### src/rtl/rom_arb_pkg.sv
// Shared definitions for the ROM burst arbiter: default geometry and the
// FSM state encoding used by rom_arbiter.
package rom_arb_pkg;

  // Default ROM geometry. Each address reads a pair of words: mem[a] and mem[a+NUMADDR].
  localparam int WORDSIZE_DEF = 16;
  localparam int ADDRSIZE_DEF = 5;
  localparam int NUMADDR_DEF  = 2 ** ADDRSIZE_DEF;

  // FSM state encoding.
  typedef logic [1:0] arb_state_t;

  localparam arb_state_t ST_IDLE  = 2'd0;
  localparam arb_state_t ST_BURST = 2'd1;
  localparam arb_state_t ST_DRAIN = 2'd2;

  // One-hot grant vector for a requester id.
  function automatic logic [1:0] id_to_onehot(input logic id);
    return id ? 2'b10 : 2'b01;
  endfunction

endpackage

### src/rtl/rom_arbiter_if.sv
// Bus bundle between the ROM arbiter and its environment: the two burst
// requesters, the ROM port and the response stream.
// The slave modport is the arbiter's view. The master modport is the
// surrounding system's view (requesters plus ROM).
interface rom_arbiter_if
  import rom_arb_pkg::*;
#(
  parameter int WORDSIZE = WORDSIZE_DEF,
  parameter int ADDRSIZE = ADDRSIZE_DEF
) ();

  // requester side
  logic [1:0]          req;
  logic [ADDRSIZE-1:0] req_addr0;
  logic [ADDRSIZE-1:0] req_addr1;
  logic [ADDRSIZE-1:0] req_len0;
  logic [ADDRSIZE-1:0] req_len1;
  logic [1:0]          gnt;

  // ROM side
  logic                rom_cs;
  logic [ADDRSIZE-1:0] rom_addr;
  logic [WORDSIZE-1:0] rom_data1;
  logic [WORDSIZE-1:0] rom_data2;

  // response stream
  logic                rsp_valid;
  logic                rsp_id;
  logic [WORDSIZE-1:0] rsp_data1;
  logic [WORDSIZE-1:0] rsp_data2;
  logic                rsp_last;
  logic                busy;

  modport slave (
    input  req, req_addr0, req_addr1, req_len0, req_len1,
    input  rom_data1, rom_data2,
    output gnt, rom_cs, rom_addr,
    output rsp_valid, rsp_id, rsp_data1, rsp_data2, rsp_last, busy
  );

  modport master (
    output req, req_addr0, req_addr1, req_len0, req_len1,
    output rom_data1, rom_data2,
    input  gnt, rom_cs, rom_addr,
    input  rsp_valid, rsp_id, rsp_data1, rsp_data2, rsp_last, busy
  );

endinterface

### src/rtl/rom_arb_rr.sv
// Two-way round-robin picker. When both requesters are asking, the one that
// was not served most recently wins. A lone requester always wins.
// The output is one-hot, or all zero when nobody is requesting.
module rom_arb_rr (
  input  logic [1:0] req,
  input  logic       last_served,
  output logic [1:0] win
);

  // Resolve the request vector into a one-hot winner.
  always_comb begin
    win = 2'b00;
    case (req)
      2'b01:   win = 2'b01;
      2'b10:   win = 2'b10;
      2'b11:   win = last_served ? 2'b01 : 2'b10;
      default: win = 2'b00;
    endcase
  end

endmodule

### src/rtl/rom_arbiter.sv
// Burst arbiter in front of a dual-word ROM with registered outputs.
// Two requesters ask for bursts of consecutive addresses. The arbiter grants
// one of them, walks the ROM address for the burst length, and forwards the
// ROM words one cycle later, tagged with the owning requester.
//
// Build option: define ROM_ARB_FIXED_PRIO_EN to give requester 0 absolute
// priority. Without it, simultaneous requests are served round-robin.
//
// state    | meaning
// ---------+--------------------------------------------------------------
// ST_IDLE  | ROM deselected; req sampled, winner's addr/len latched
// ST_BURST | one ROM address issued per cycle until the count runs out
// ST_DRAIN | ROM kept selected while the final registered word is consumed
module rom_arbiter
  import rom_arb_pkg::*;
#(
  parameter int WORDSIZE = WORDSIZE_DEF,
  parameter int ADDRSIZE = ADDRSIZE_DEF
) (
  input logic          clk,
  input logic          rst_n,
  rom_arbiter_if.slave bus
);

  localparam int NUMADDR = 2 ** ADDRSIZE;

  // The remaining-count is one bit wider than an address, so a full
  // NUMADDR-word burst (encoded as len 0) fits in it.
  localparam logic [ADDRSIZE:0]   CNT_FULL  = (ADDRSIZE + 1)'(NUMADDR);
  localparam logic [ADDRSIZE:0]   CNT_ONE   = (ADDRSIZE + 1)'(1);
  localparam logic [ADDRSIZE-1:0] ADDR_ONE  = ADDRSIZE'(1);
  localparam logic [WORDSIZE-1:0] ZERO_WORD = '0;

  arb_state_t          state;
  logic                cur_id;
  logic [ADDRSIZE-1:0] addr;
  logic [ADDRSIZE:0]   remaining;
  logic [1:0]          gnt_q;

  logic                rsp_valid_q;
  logic                rsp_last_q;
  logic                rsp_id_q;

  logic [1:0]          win;
  logic                win_id;
  logic [ADDRSIZE-1:0] win_addr;
  logic [ADDRSIZE-1:0] win_len;
  logic                accept;

`ifdef ROM_ARB_FIXED_PRIO_EN
  // Requester 0 wins whenever it is asking.
  always_comb win = bus.req[0] ? 2'b01 : (bus.req[1] ? 2'b10 : 2'b00);
`else
  logic last_served;

  rom_arb_rr u_rr (
    .req         (bus.req),
    .last_served (last_served),
    .win         (win)
  );

  // Remember who was granted last. The reset value of 1 hands the first
  // contested grant to requester 0.
  always_ff @(posedge clk or negedge rst_n) begin
    if (!rst_n) begin
      last_served <= 1'b1;
    end else if (accept) begin
      last_served <= win_id;
    end
  end
`endif

  // Requests are only looked at in IDLE. Changes during a burst are ignored.
  assign accept   = (state == ST_IDLE) && (win != 2'b00);
  assign win_id   = win[1];
  assign win_addr = win_id ? bus.req_addr1 : bus.req_addr0;
  assign win_len  = win_id ? bus.req_len1  : bus.req_len0;

  // Burst sequencing: latch the winner, walk the address, then one drain cycle.
  always_ff @(posedge clk or negedge rst_n) begin
    if (!rst_n) begin
      state     <= ST_IDLE;
      cur_id    <= 1'b0;
      addr      <= '0;
      remaining <= '0;
      gnt_q     <= 2'b00;
    end else begin
      gnt_q <= 2'b00;
      case (state)
        ST_IDLE: begin
          if (accept) begin
            state     <= ST_BURST;
            cur_id    <= win_id;
            addr      <= win_addr;
            remaining <= (win_len == '0) ? CNT_FULL : {1'b0, win_len};
            gnt_q     <= id_to_onehot(win_id);
          end
        end
        ST_BURST: begin
          // The address wraps naturally at NUMADDR.
          addr      <= addr + ADDR_ONE;
          remaining <= remaining - CNT_ONE;
          if (remaining == CNT_ONE) begin
            state <= ST_DRAIN;
          end
        end
        ST_DRAIN: begin
          state <= ST_IDLE;
        end
        default: begin
          state <= ST_IDLE;
        end
      endcase
    end
  end

  // Responses trail the ROM issue by one cycle, matching the ROM's output register.
  always_ff @(posedge clk or negedge rst_n) begin
    if (!rst_n) begin
      rsp_valid_q <= 1'b0;
      rsp_last_q  <= 1'b0;
      rsp_id_q    <= 1'b0;
    end else begin
      rsp_valid_q <= (state == ST_BURST);
      rsp_last_q  <= (state == ST_BURST) && (remaining == CNT_ONE);
      if (state == ST_BURST) begin
        rsp_id_q <= cur_id;
      end
    end
  end

  assign bus.gnt       = gnt_q;
  assign bus.busy      = (state != ST_IDLE);
  assign bus.rom_cs    = (state != ST_IDLE);
  assign bus.rom_addr  = (state == ST_IDLE) ? '0 : addr;

  assign bus.rsp_valid = rsp_valid_q;
  assign bus.rsp_last  = rsp_last_q;
  assign bus.rsp_id    = rsp_id_q;
  // The ROM bus tri-states when deselected, so data is masked outside valid words.
  assign bus.rsp_data1 = rsp_valid_q ? bus.rom_data1 : ZERO_WORD;
  assign bus.rsp_data2 = rsp_valid_q ? bus.rom_data2 : ZERO_WORD;

endmodule
### src/flat_wrapper.sv
// flat-port wrapper written by rule: the top's interface ports become plain ports
module rom_arbiter_flat import rom_arb_pkg::*;
#(
  parameter int WORDSIZE = WORDSIZE_DEF,
  parameter int ADDRSIZE = ADDRSIZE_DEF
)
  (clk, rst_n, bus_req, bus_req_addr0, bus_req_addr1, bus_req_len0, bus_req_len1, bus_rom_data1, bus_rom_data2, bus_gnt, bus_rom_cs, bus_rom_addr, bus_rsp_valid, bus_rsp_id, bus_rsp_data1, bus_rsp_data2, bus_rsp_last, bus_busy);
  rom_arbiter_if #(.WORDSIZE(WORDSIZE), .ADDRSIZE(ADDRSIZE)) bus_i ();
  input logic clk;
  input logic rst_n;
  input wire logic [$bits(bus_i.req)-1:0] bus_req;
  input wire logic [$bits(bus_i.req_addr0)-1:0] bus_req_addr0;
  input wire logic [$bits(bus_i.req_addr1)-1:0] bus_req_addr1;
  input wire logic [$bits(bus_i.req_len0)-1:0] bus_req_len0;
  input wire logic [$bits(bus_i.req_len1)-1:0] bus_req_len1;
  input wire logic [$bits(bus_i.rom_data1)-1:0] bus_rom_data1;
  input wire logic [$bits(bus_i.rom_data2)-1:0] bus_rom_data2;
  output wire logic [$bits(bus_i.gnt)-1:0] bus_gnt;
  output wire logic [$bits(bus_i.rom_cs)-1:0] bus_rom_cs;
  output wire logic [$bits(bus_i.rom_addr)-1:0] bus_rom_addr;
  output wire logic [$bits(bus_i.rsp_valid)-1:0] bus_rsp_valid;
  output wire logic [$bits(bus_i.rsp_id)-1:0] bus_rsp_id;
  output wire logic [$bits(bus_i.rsp_data1)-1:0] bus_rsp_data1;
  output wire logic [$bits(bus_i.rsp_data2)-1:0] bus_rsp_data2;
  output wire logic [$bits(bus_i.rsp_last)-1:0] bus_rsp_last;
  output wire logic [$bits(bus_i.busy)-1:0] bus_busy;
  assign bus_i.req = bus_req;
  assign bus_i.req_addr0 = bus_req_addr0;
  assign bus_i.req_addr1 = bus_req_addr1;
  assign bus_i.req_len0 = bus_req_len0;
  assign bus_i.req_len1 = bus_req_len1;
  assign bus_i.rom_data1 = bus_rom_data1;
  assign bus_i.rom_data2 = bus_rom_data2;
  assign bus_gnt = bus_i.gnt;
  assign bus_rom_cs = bus_i.rom_cs;
  assign bus_rom_addr = bus_i.rom_addr;
  assign bus_rsp_valid = bus_i.rsp_valid;
  assign bus_rsp_id = bus_i.rsp_id;
  assign bus_rsp_data1 = bus_i.rsp_data1;
  assign bus_rsp_data2 = bus_i.rsp_data2;
  assign bus_rsp_last = bus_i.rsp_last;
  assign bus_busy = bus_i.busy;
  rom_arbiter #(.WORDSIZE(WORDSIZE), .ADDRSIZE(ADDRSIZE)) u_core (.clk(clk), .rst_n(rst_n), .bus(bus_i));
endmodule
### config.mk
export PLATFORM = sky130hd
export DESIGN_NAME = rom_arbiter_flat
export DESIGN_NICKNAME = d
export VERILOG_FILES = /design/src/rtl/rom_arb_pkg.sv /design/src/rtl/rom_arbiter_if.sv /design/src/rtl/rom_arb_rr.sv /design/src/rtl/rom_arbiter.sv /design/src/flat_wrapper.sv
export SDC_FILE = /design/constraint.sdc
export NUM_CORES = 1
export LEC_CHECK = 0
export CORE_ASPECT_RATIO = 1.25
export CORE_MARGIN = 10
export CORE_UTILIZATION = 62
export CTS_CLUSTER_DIAMETER = 40
export CTS_CLUSTER_SIZE = 25
export DETAILED_ROUTE_END_ITERATION = 8
export DONT_BUFFER_PORTS = 1
export MAX_ROUTING_LAYER = met4
export PLACE_DENSITY = 0.78
export SYNTH_ARGS = -nofsm -noshare
export SYNTH_HDL_FRONTEND = slang
export SYNTH_SLANG_ARGS = --single-unit
export TNS_END_PERCENT = 30
### constraint.sdc
create_clock -name clk -period 1.5 [get_ports clk]
set_input_delay 0.225 -clock clk [delete_from_list [all_inputs] [get_ports clk]]
set_output_delay 0.225 -clock clk [all_outputs]
set_load 0.005 [all_outputs]
==> results.yml, run 1 <==
setup_path:
  capturing_element_type_of_the_critical_path: "primary output"
  crit_path_max_incr_delay_ns: 0.47
  path_cells: "or2_4, and2_1"
  criticalPathCategory: "reg -> out"
  critPathArrivalTime_ns: 1.26
  cp_data_required_time_ns: 1.27
  timing.critical_path.max_delay_family: "simple AND/OR/NAND/NOR gates"
  critical_path_buf_inv_count: 0
  worst_setup_path_start_kind: "flop"
  critical_path_peak_fanout: 8
  crit_path_top_delay_cell: "sky130_fd_sc_hd__dfrtp_2"
clock_network:
  clock_tree.htree_level_count: 1
  clkTransAtPathRegs_ns: 0.11
  cts-root-buf: "sky130_fd_sc_hd__clkbuf_4"
  cts_made_buffers: 3
  clock_sinks: 20
  latest_clock_arrival_within_the_worst_skew_pair_ns: 0.31
  tritoncts: "built"
  maximum_buffer_depth_of_the_clock_tree: 2
detailed_routing:
  drt_iter0_drc: 52
  via_count_of_the_routed_design: 1191
  avgRoutedWirePerCell_um: 24.0
  antenna_left: 0
  first_pass_iters: 4
  routed_via_count_divided_by_cell_count: 6.73
  wire_length_after_detailed_routing_um: 4250
  drt_drc_violations_left: 0
floorplan:
  initial_utilization: 0.662
  floorplan.die_area_um2: 4440
  floorplan.core_area_um2: 2030
  die_h_um: 72.0
  die_width_um: 61.6
  floorplan.rows: 18
  io_pins: 100
placement:
  dp_hpwl_um: 3570
  port_buffers: 0
  gp_congestion: 0.875
global_route:
  global_route.usage.met1: 0.181
  maximum_number_of_pins_on_one_net_before_global_route_repair: 34
  gr-usage-met2: 0.312
  grt_first_pass_wirelength_um: 6040
  global_route.usage.total: 0.181
  antenna_found_initial: 0
  groute.layer.met3.usage: 0.0592
  overall_overflow_remaining_after_global_route: 0
  grt_pass1_vias: 1162
  layer_with_the_highest_usage: "met2"
cells_and_area:
  antennaDiodeCount: 0
  final_layout_size_suffix_gt1_frac: 0.166
  synthToLayoutAreaGrowth_pct: 7.92
  utilization: 0.715
  fillerInstances: 151
  layout.nets: 217
timing:
  final_min_period_over_clock_period: 0.989
  finalSetupViolCount: 0
  max_freq_ghz: 0.674
  grt_setup_unrepaired: "true"
  timing.final.hold_violations: 0
  setup_tns_ns: 0
  fin_skew_ns: 0.000989
  slew_viol_final: 0
  slew-limit-headroom: 0.406
  fin_crit_ns: 1.48
  worst-slew-pin-transition_ns: 0.888
run_status:
  outcome: "finished clean"
synth:
  yosys.area_share.simple: 0.327
  post_synth_fa_ha_maj_area_fraction: 0.0280
  async_reset_ff_frac: 1.00
  muxShareOfSynthArea: 0.0317
  combinational_family_with_the_most_area_after_synthesis: "simple AND/OR/NAND/NOR gates"
  post-synth-top-area-cell: "sky130_fd_sc_hd__dfrtp_1"
  fraction_of_the_mapped_netlist_area_in_compound_gates: 0.183
  yosysMostFrequentCell: "sky130_fd_sc_hd__and2_1"
  synth_seq_cells: 20
  synth_common_cells: "sky130_fd_sc_hd__and2_1, sky130_fd_sc_hd__dfrtp_1, sky130_fd_sc_hd__nand2_1"
  synth.top_cells.by_area: "sky130_fd_sc_hd__dfrtp_1, sky130_fd_sc_hd__and2_1, sky130_fd_sc_hd__nand2_1"
  synth_largest_type_area_fraction: 0.354
  synth_flop_cell: "sky130_fd_sc_hd__dfrtp_1"
  mappedNetlistArea_um2: 1340
  synth_seq_area_share: 0.374
  syn_area_per_cell_um2: 8.77
  synth_edf_count: 0
  netlist-cell-type-count: 39
  xor_xnor_share_of_the_synthesized_area: 0.0130
  synth-warning-count: 0
  synth_cells: 153
  synth.net_count: 212
flow_run:
  max_cap_viol_count: 0
power:
  static_leakage_nw: 0.646
  peakVddDrop_v: 0.00133
  power.density_nw_per_um2: 1990
hold_path:
  timing.hold.worst.class: "in -> reg"
==> flip-flops by register name, indices dropped and copies added (netlist names), 2 cells and up <==
register / count
u_core.remaining: 6
u_core.state: 2
u_core.bus.gnt: 2
u_core.addr: 5
==> cells in the final DEF, fill, tap and decap left out, types with 2 or more instances in the layout <==
cell                        n
sky130_fd_sc_hd__a21oi_1    7
sky130_fd_sc_hd__and3_1     3
sky130_fd_sc_hd__nand2_1   15
sky130_fd_sc_hd__and2_1    37
sky130_fd_sc_hd__dfrtp_2    2
sky130_fd_sc_hd__a221oi_1   3
sky130_fd_sc_hd__buf_4      8
sky130_fd_sc_hd__a21o_1     5
sky130_fd_sc_hd__dfrtp_1   17
sky130_fd_sc_hd__mux2_2     2
sky130_fd_sc_hd__a31oi_1    3
sky130_fd_sc_hd__clkbuf_4   3
sky130_fd_sc_hd__inv_1      2
sky130_fd_sc_hd__mux2i_1    2
sky130_fd_sc_hd__ha_1       3
sky130_fd_sc_hd__nor2_1     6
sky130_fd_sc_hd__o21ai_0    3
sky130_fd_sc_hd__a32oi_1    2
sky130_fd_sc_hd__nor3_1     4
sky130_fd_sc_hd__xor2_1     2
sky130_fd_sc_hd__or4_1      2
sky130_fd_sc_hd__nand3_1    5
==> worst register-to-register path: stages (launching register included) <==
cell                       delay [ns]
sky130_fd_sc_hd__dfrtp_2         0.47
sky130_fd_sc_hd__nor3_2          0.25
sky130_fd_sc_hd__nor3_1          0.08
sky130_fd_sc_hd__buf_4           0.16
sky130_fd_sc_hd__and3_1          0.16
sky130_fd_sc_hd__a311oi_2        0.25
==> area by class of cell <==
cell class / instances / area [um^2] / share of cell area
inverters: 3 / 11.3 / 0.00777
repair buffers: 10 / 81.3 / 0.0561
flip-flops and latches: 20 / 504 / 0.348
clock buffers: 4 / 26.3 / 0.0181
well taps: 20 / 25.0 / 0.0173
multi-input cells: 120 / 801 / 0.553
==> report_power, final <==
part	total, mW	internal, mW	switching [mW]
Sequential	1.05	0.785	0.264
Combinational	1.56	0.776	0.781
Clock	0.274	0.104	0.170
Total	2.88	1.67	1.21
==> repair_timing <==
action	in CTS	in global routing
hold endpoints to repair	20	0
gates resized for setup	3	4
pin swaps	0	1
setup endpoints to repair	38	11
buffers inserted	0	1
hold buffers	1	0
==> cells by family after synthesis <==
logic type | count (synthesis)
mux | 4
flops | 20
compound gates | 32
fa+ha+maj | 3
buf+inv | 13
xor+xnor | 2
simple gates | 79
==> path summary, 6_finish.rpt <==
| path | cells after the start | to | slack (ns) | startpoint |
|---|---|---|---|---|
| max in group asynchronous | 1 | u_core.bus.rsp_valid | 0.43 | rst_n |
| worst max register to register | 5 | u_core.remaining[2] | 0.05 | u_core.state[0] |
| worst min register to register | 2 | u_core.bus.rsp_id | 0.49 | u_core.cur_id |
| min in group asynchronous | 1 | u_core.remaining[5] | 0.47 | rst_n |
| worst max-delay path | 2 | bus_rom_addr[0] | 0.02 | u_core.state[0] |
| worst min-delay path | 2 | u_core.addr[0] | 0.05 | bus_req_addr1[0] |
==> per-layer routing <==
layer | part of all wire | wire (um)
met3 | 0.14 | 587
met4 | 0.020 | 87
met5 | 0 | 0
met2 | 0.50 | 2130
met1 | 0.34 | 1440
==> metrics by stage <==
step / std cells / setup slack [ns] / power [mW] / hold WS, ns / area, um^2
final: 177 / 0.0168 / 2.88 / 0.0502 / 1450
after global routing: 177 / -0.0511 / 3.14 / 0.0556 / 1450
after CTS: 176 / 0.00761 / 2.85 / 0.0498 / 1420
after detailed placement: 171 / 0.0115 / 2.56 / -0.0698 / 1380
after global placement: 171 / 0.0769 / 2.50 / -0.0699 / 1380
after floorplan: 153 / 0.137 / 2.17 / -0.0706 / 1340
(Power assumes the default switching activity.)
==> run 2, diff against run 1 <==
--- a/config.mk
+++ b/config.mk
@@ -16,5 +16,6 @@
 export PLACE_DENSITY = 0.78
 export SYNTH_ARGS = -nofsm -noshare
 export SYNTH_HDL_FRONTEND = slang
+export SYNTH_HIERARCHICAL = 1
 export SYNTH_SLANG_ARGS = --single-unit
 export TNS_END_PERCENT = 30
==> run 2 against run 1 <==
Net effect:
- flip-flop and latch count unchanged
- critical path depth up 4
- the flow now finishes with violations (setup timing)
- count of clock-buffer cells in the layout unchanged
- final cell count up 16%
- register-to-register slack worse by 0.16 ns
- synthesized area up 6.1%
- critical endpoint is now u_core/remaining[2]
- routed wire length up 11%
- first-iteration DRC count unchanged
- sequential power about the same
- hold slack better by 0.11 ns
==> results.yml, run 2 <==
synth:
  synth_seq_cells: 20
  synth_edf_count: 0
  synth-warning-count: 6
  synth_common_cells: "sky130_fd_sc_hd__and2_1, sky130_fd_sc_hd__dfrtp_1, sky130_fd_sc_hd__nor2_1"
  syn_area_per_cell_um2: 9.07
  synth_cells: 157
  synth_seq_area_share: 0.352
  synth.top_cells.by_area: "sky130_fd_sc_hd__dfrtp_1, sky130_fd_sc_hd__and2_1, sky130_fd_sc_hd__mux2i_1"
  netlist-cell-type-count: 43
  synth.net_count: 216
  async_reset_ff_frac: 1.00
  mappedNetlistArea_um2: 1420
  yosysMostFrequentCell: "sky130_fd_sc_hd__and2_1"
  synth_largest_type_area_fraction: 0.334
  synth_flop_cell: "sky130_fd_sc_hd__dfrtp_1"
  post-synth-top-area-cell: "sky130_fd_sc_hd__dfrtp_1"
clock_network:
  tritoncts: "built"
  cts_made_buffers: 3
  clock_tree.htree_level_count: 1
  cts-root-buf: "sky130_fd_sc_hd__clkbuf_4"
  latest_clock_arrival_within_the_worst_skew_pair_ns: 0.30
  maximum_buffer_depth_of_the_clock_tree: 2
  clkTransAtPathRegs_ns: 0.11
  clock_sinks: 20
cells_and_area:
  mostFrequentLayoutCell: "sky130_fd_sc_hd__and2_1"
  utilization: 0.787
  instances_no_fill: 206
  antennaDiodeCount: 0
  final_layout_size_suffix_gt1_frac: 0.291
  largest-register: "u_core/remaining"
  layout.nets: 235
  most_used_cells_in_the_layout_excluding_fill_and_tap_cells: "sky130_fd_sc_hd__and2_1, sky130_fd_sc_hd__buf_4, sky130_fd_sc_hd__dfrtp_1, sky130_fd_sc_hd__nor2_1, sky130_fd_sc_hd__inv_1"
  number_of_flip_flops_under_the_largest_register_name: 6
  synthToLayoutAreaGrowth_pct: 20.9
  layout_top_registers: "u_core/remaining: 6 flops, u_core/addr: 5 flops"
timing:
  slew_viol_final: 0
  worst_hold_slack_ns: 0.165
  timing.final.hold_violations: 0
  fin_skew_ns: 0.00612
  final_min_period_over_clock_period: 1.07
  fin_crit_ns: 1.61
  grt_setup_unrepaired: "true"
  max_freq_ghz: 0.622
  final.setup.worst_slack_ns: -0.108
  slew-limit-headroom: 0.410
  finalSetupViolCount: 8
  worst-slew-pin-transition_ns: 0.882
detailed_routing:
  drt_drc_violations_left: 0
  drt_iter0_drc: 52
  avgRoutedWirePerCell_um: 22.9
  antenna_left: 0
  via_count_of_the_routed_design: 1331
  wire_length_after_detailed_routing_um: 4720
  routed_via_count_divided_by_cell_count: 6.46
  first_pass_iters: 4
flow_run:
  max_cap_viol_count: 0
global_route:
  global_route.usage.total: 0.192
  antenna_found_initial: 0
  grt_first_pass_wirelength_um: 7090
  overall_overflow_remaining_after_global_route: 0
  grt_pass1_vias: 1277
  maximum_number_of_pins_on_one_net_before_global_route_repair: 34
placement:
  dp_hpwl_um: 3690
  port_buffers: 0
  gp_congestion: 0.868
  dpl.cell_count: 196
  pre_cts_ws_ns: -0.127
floorplan:
  initial_utilization: 0.651
  io_pins: 100
  floorplan.rows: 19
  die_width_um: 62.9
  floorplan.die_area_um2: 4630
  die_h_um: 73.6
  floorplan.core_area_um2: 2190
setup_path:
  crit_path_top_delay_cell: "sky130_fd_sc_hd__dfstp_2"
  r2r_end: "u_core/remaining[2]"
  worst_setup_path_start_kind: "flop"
  timing.critical_path.max_delay_family: "compound AO/OA/AOI/OAI gates"
  critical_r2r_launch: "u_core/last_served"
  reg2reg_depth: 6
  capturing_element_type_of_the_critical_path: "flop"
  cp_data_required_time_ns: 1.70
  cp.depth: 6
  criticalPathCategory: "reg -> reg"
  critPathArrivalTime_ns: 1.81
  crit_path_max_incr_delay_ns: 0.40
  critical_path_peak_fanout: 8
  critical_path_buf_inv_count: 2
  regToRegSetupSlack_ns: -0.11
  path_cells: "a21boi_4, buf_6, buf_4, mux2i_1, o22ai_1, a32o_1"
power:
  static_leakage_nw: 0.738
  power.density_nw_per_um2: 1860
  peakVddDrop_v: 0.00135
  fin_total_pwr_mw: 3.21
run_status:
  violated_checks: "setup timing"
  outcome: "finished with violations"
hold_path:
  timing.hold.worst.class: "in -> reg"
  hold_path_sink: "u_core/remaining[0]"
  whs_path_depth: 2
  holdCritStartpoint: "bus_req_len0[0]"
run 2: cell types whose count changed after synthesis, sizes merged, moves of 4 or more:
cell    previous run  this run
inv                3         7
o22ai              0         5
a21oi              7         2
nand3b             0         4
nand2             15         5
run 2: worst max-delay path by stage:
| stage | start | end | slack (ns) |
|---|---|---|---|
| 2_1_floorplan | u_core/remaining[0] | u_core/remaining[4] | -0.04 |
| 3_3_place_gp | u_core/remaining[0] | u_core/remaining[4] | -0.06 |
| 3_5_place_dp | u_core/last_served | u_core/addr[2] | -0.13 |
| 4_1_cts | u_core/last_served | u_core/remaining[2] | -0.02 |
| 5_1_grt | u_core/last_served | u_core/remaining[2] | -0.18 |
| 6_report | u_core/last_served | u_core/remaining[2] | -0.11 |
run 2: power by group:
part | total, mW | internal (mW) | switching [mW]
Clock | 0.262 | 0.103 | 0.159
Sequential | 1.07 | 0.790 | 0.276
Combinational | 1.88 | 0.959 | 0.923
Total | 3.21 | 1.85 | 1.36
run 2: worst register-to-register path: stages, from the launching register on:
cell and delay, ns:
sky130_fd_sc_hd__dfstp_2 0.40, sky130_fd_sc_hd__a21boi_4 0.29, sky130_fd_sc_hd__buf_6 0.18, sky130_fd_sc_hd__buf_4 0.11
sky130_fd_sc_hd__mux2i_1 0.21, sky130_fd_sc_hd__o22ai_1 0.12, sky130_fd_sc_hd__a32o_1 0.21
run 2: final cells by class:
cell class	instances	area, um^2
Tap cell	31	38.8
Fill cell	149	465
Multi-Input combinational cell	121	940
Timing Repair Buffer	23	186
Sequential cell	20	504
Clock buffer	4	26.3
Inverter	7	26.3
run 2: per-layer routing:
layer / up-vias / share of wire / routed length, um / global-route usage
met5: - / 0 / 0 / -
met4: 0 / 0.0072 / 34 / 0.0522
met3: 6 / 0.12 / 572 / 0.0653
met2: 105 / 0.50 / 2370 / 0.337
met1: 623 / 0.37 / 1750 / 0.203
li1: 597 / - / - / -
run 2: repair_timing:
item,in CTS,in global routing
endpoints found under the setup margin,48,17
resized for setup,14,9
pin swaps,3,5
hold buffers,1,0
hold endpoints to repair,20,0
setup buffers,1,4
run 2: logic make-up after synthesis:
| logic type | Yosys count | share of synthesized area |
|---|---|---|
| compound gates | 36 | 0.185 |
| fa+ha+maj | 3 | 0.0264 |
| buf+inv | 16 | 0.0518 |
| flops | 20 | 0.352 |
| mux | 9 | 0.0668 |
| simple gates | 73 | 0.317 |
run 2: through the flow:
stage,TNS [ns],instance area (um^2)
3_3_place_gp,-0.132,1550
3_5_place_dp,-0.578,1550
6_report,-0.354,1720
5_1_grt,-0.850,1720
4_1_cts,-0.0260,1650
2_1_floorplan,-0.0475,1430
==> run 3, diff against run 2 <==
--- a/config.mk
+++ b/config.mk
@@ -14,6 +14,7 @@
 export DONT_BUFFER_PORTS = 1
 export MAX_ROUTING_LAYER = met4
 export PLACE_DENSITY = 0.78
+export RECOVER_POWER = 100
 export SYNTH_ARGS = -nofsm -noshare
 export SYNTH_HDL_FRONTEND = slang
 export SYNTH_HIERARCHICAL = 1
==> run 3 against run 2 <==
Net effect:
- the run still ends with setup timing left
- clock skew about the same
- sequential power about the same
- register-to-register slack about the same
- die area unchanged
- via count down 3.0%
- combinational power about the same
- maximum frequency about the same
- hold slack better by 0.0044 ns
- count of clock-buffer cells in the layout unchanged
- final cell count unchanged
- critical path depth unchanged
- routed wire length about the same
- largest power group unchanged
==> results.yml, run 3 (same netlist as run 2, synthesis figures left out) <==
global_route:
  antenna_found_initial: 0
  grt_first_pass_wirelength_um: 7090
  maximum_number_of_pins_on_one_net_before_global_route_repair: 34
  overall_overflow_remaining_after_global_route: 0
  grt_pass1_vias: 1277
  global_route.usage.total: 0.192
clock_network:
  clock_sinks: 20
  maximum_buffer_depth_of_the_clock_tree: 2
  cts_made_buffers: 3
  cts-root-buf: "sky130_fd_sc_hd__clkbuf_4"
  latest_clock_arrival_within_the_worst_skew_pair_ns: 0.29
  clkTransAtPathRegs_ns: 0.11
  clock_tree.htree_level_count: 1
  tritoncts: "built"
floorplan:
  floorplan.die_area_um2: 4630
  io_pins: 100
  initial_utilization: 0.651
  floorplan.core_area_um2: 2190
  die_width_um: 62.9
  die_h_um: 73.6
  floorplan.rows: 19
cells_and_area:
  most_used_cells_in_the_layout_excluding_fill_and_tap_cells: "sky130_fd_sc_hd__and2_0, sky130_fd_sc_hd__buf_4, sky130_fd_sc_hd__dfrtp_1, sky130_fd_sc_hd__and2_1, sky130_fd_sc_hd__nor2_1"
  final_layout_size_suffix_gt1_frac: 0.286
  antennaDiodeCount: 0
  layout_top_registers: "u_core/remaining: 6 flops, u_core/addr: 5 flops"
  fillerInstances: 149
  number_of_flip_flops_under_the_largest_register_name: 6
  synthToLayoutAreaGrowth_pct: 20.7
  largest-register: "u_core/remaining"
  layout.nets: 235
  mostFrequentLayoutCell: "sky130_fd_sc_hd__and2_0"
  utilization: 0.785
  design_area_um2: 1720
timing:
  timing.final.hold_violations: 0
  final_min_period_over_clock_period: 1.07
  finalSetupViolCount: 8
  worst-slew-pin-transition_ns: 0.890
  slew_viol_final: 0
  grt_setup_unrepaired: "true"
  slew-limit-headroom: 0.405
  fin_crit_ns: 1.61
  fin_skew_ns: 0.00614
  max_freq_ghz: 0.622
  final.setup.worst_slack_ns: -0.108
power:
  peakVddDrop_v: 0.00134
  power.density_nw_per_um2: 1850
  power_frac_clock: 0.082
  power.switching_fraction: 0.427
  power_switching_mw: 1.36
  power.internal_mw: 1.82
  power_frac_seq: 0.336
  static_leakage_nw: 0.716
  p_comb_frac: 0.582
  fin_total_pwr_mw: 3.18
detailed_routing:
  wire_length_after_detailed_routing_um: 4720
  drt_iter0_drc: 77
  routed_via_count_divided_by_cell_count: 6.27
  drt_drc_violations_left: 0
  via_count_of_the_routed_design: 1291
  top_layer: "met4"
  detailed_route_wire_length_on_metal_1_um: 1770
  met3WireLength_um: 535
  first_pass_iters: 4
  avgRoutedWirePerCell_um: 22.9
  antenna_left: 0
  met2_wirelength_um: 2370
placement:
  post_dp_cell_area_um2: 1550
  port_buffers: 0
  gp_congestion: 0.868
  pre_cts_ws_ns: -0.127
  dp_hpwl_um: 3690
setup_path:
  cp_data_required_time_ns: 1.70
  worst_setup_path_start_kind: "flop"
  critical_path_peak_fanout: 8
  critical_r2r_launch: "u_core/last_served"
  capturing_element_type_of_the_critical_path: "flop"
  critPathLaunch: "u_core/last_served"
  critPathArrivalTime_ns: 1.81
  criticalPathCategory: "reg -> reg"
run_status:
  outcome: "finished with violations"
  violated_checks: "setup timing"
flow_run:
  max_cap_viol_count: 0
hold_path:
  holdCritStartpoint: "bus_req_len0[0]"
  timing.hold.worst.class: "in -> reg"
run 3: per-stage QoR:
stage / cells / TNS (ns) / hold slack, ns
final: 206 / -0.350 / 0.169
after global routing: 206 / -0.869 / 0.162
after CTS: 202 / -0.0260 / 0.175
after detailed placement: 196 / -0.578 / -0.0700
after global placement: 196 / -0.132 / -0.0700
after floorplan: 157 / -0.0475 / -0.0706
run 3: critical path: stages, from the launching register on:
cell and delay (ns):
sky130_fd_sc_hd__dfstp_2 0.40, sky130_fd_sc_hd__a21boi_4 0.28, sky130_fd_sc_hd__buf_6 0.18, sky130_fd_sc_hd__buf_4 0.11, sky130_fd_sc_hd__mux2i_1 0.21, sky130_fd_sc_hd__o22ai_1 0.12
sky130_fd_sc_hd__a32o_1 0.21
run 3: layer usage:
metal,vias up,GRT usage
met4,0,0.0522
met2,93,0.337
li1,594,-
met1,598,0.203
met3,6,0.0653
met5,-,-
run 3: what timing repair did:
action	in CTS	in global routing
gates resized for setup	14	9
hold buffers	1	0
pin swaps	3	5
buffers inserted	1	4
endpoints found under the setup margin	48	17
endpoints found under the hold margin	20	0
run 3: power by group through the flow:
stage / clock network (mW) / logic (mW) / registers, mW
after floorplan: 0 / 1.25 / 0.959
after global placement: 0 / 1.63 / 1.03
after detailed placement: 0 / 1.68 / 1.05
after CTS: 0.274 / 1.77 / 1.06
after global routing: 0.304 / 2.05 / 1.12
final: 0.262 / 1.85 / 1.07
run 3: area by class of cell:
cell class / count / area, um^2 / area share
inverters: 7 / 26.3 / 0.0153
flip-flops and latches: 20 / 504 / 0.294
repair buffers: 23 / 183 / 0.106
multi-input cells: 121 / 940 / 0.547
clock buffers: 4 / 26.3 / 0.0153
well taps: 31 / 38.8 / 0.0226
run 3: path summary, 6_finish.rpt:
path | to | slack (ns) | cells after the start
worst max-delay path | u_core/remaining[2] | -0.11 | 6
worst min-delay path | u_core/remaining[0] | 0.17 | 2
worst max register to register | u_core/remaining[2] | -0.11 | 6
worst min register to register | u_core/bus.rsp_id | 0.51 | 2
max in group asynchronous | u_core/state[0] | 0.42 | 1
min in group asynchronous | u_core/remaining[1] | 0.48 | 1
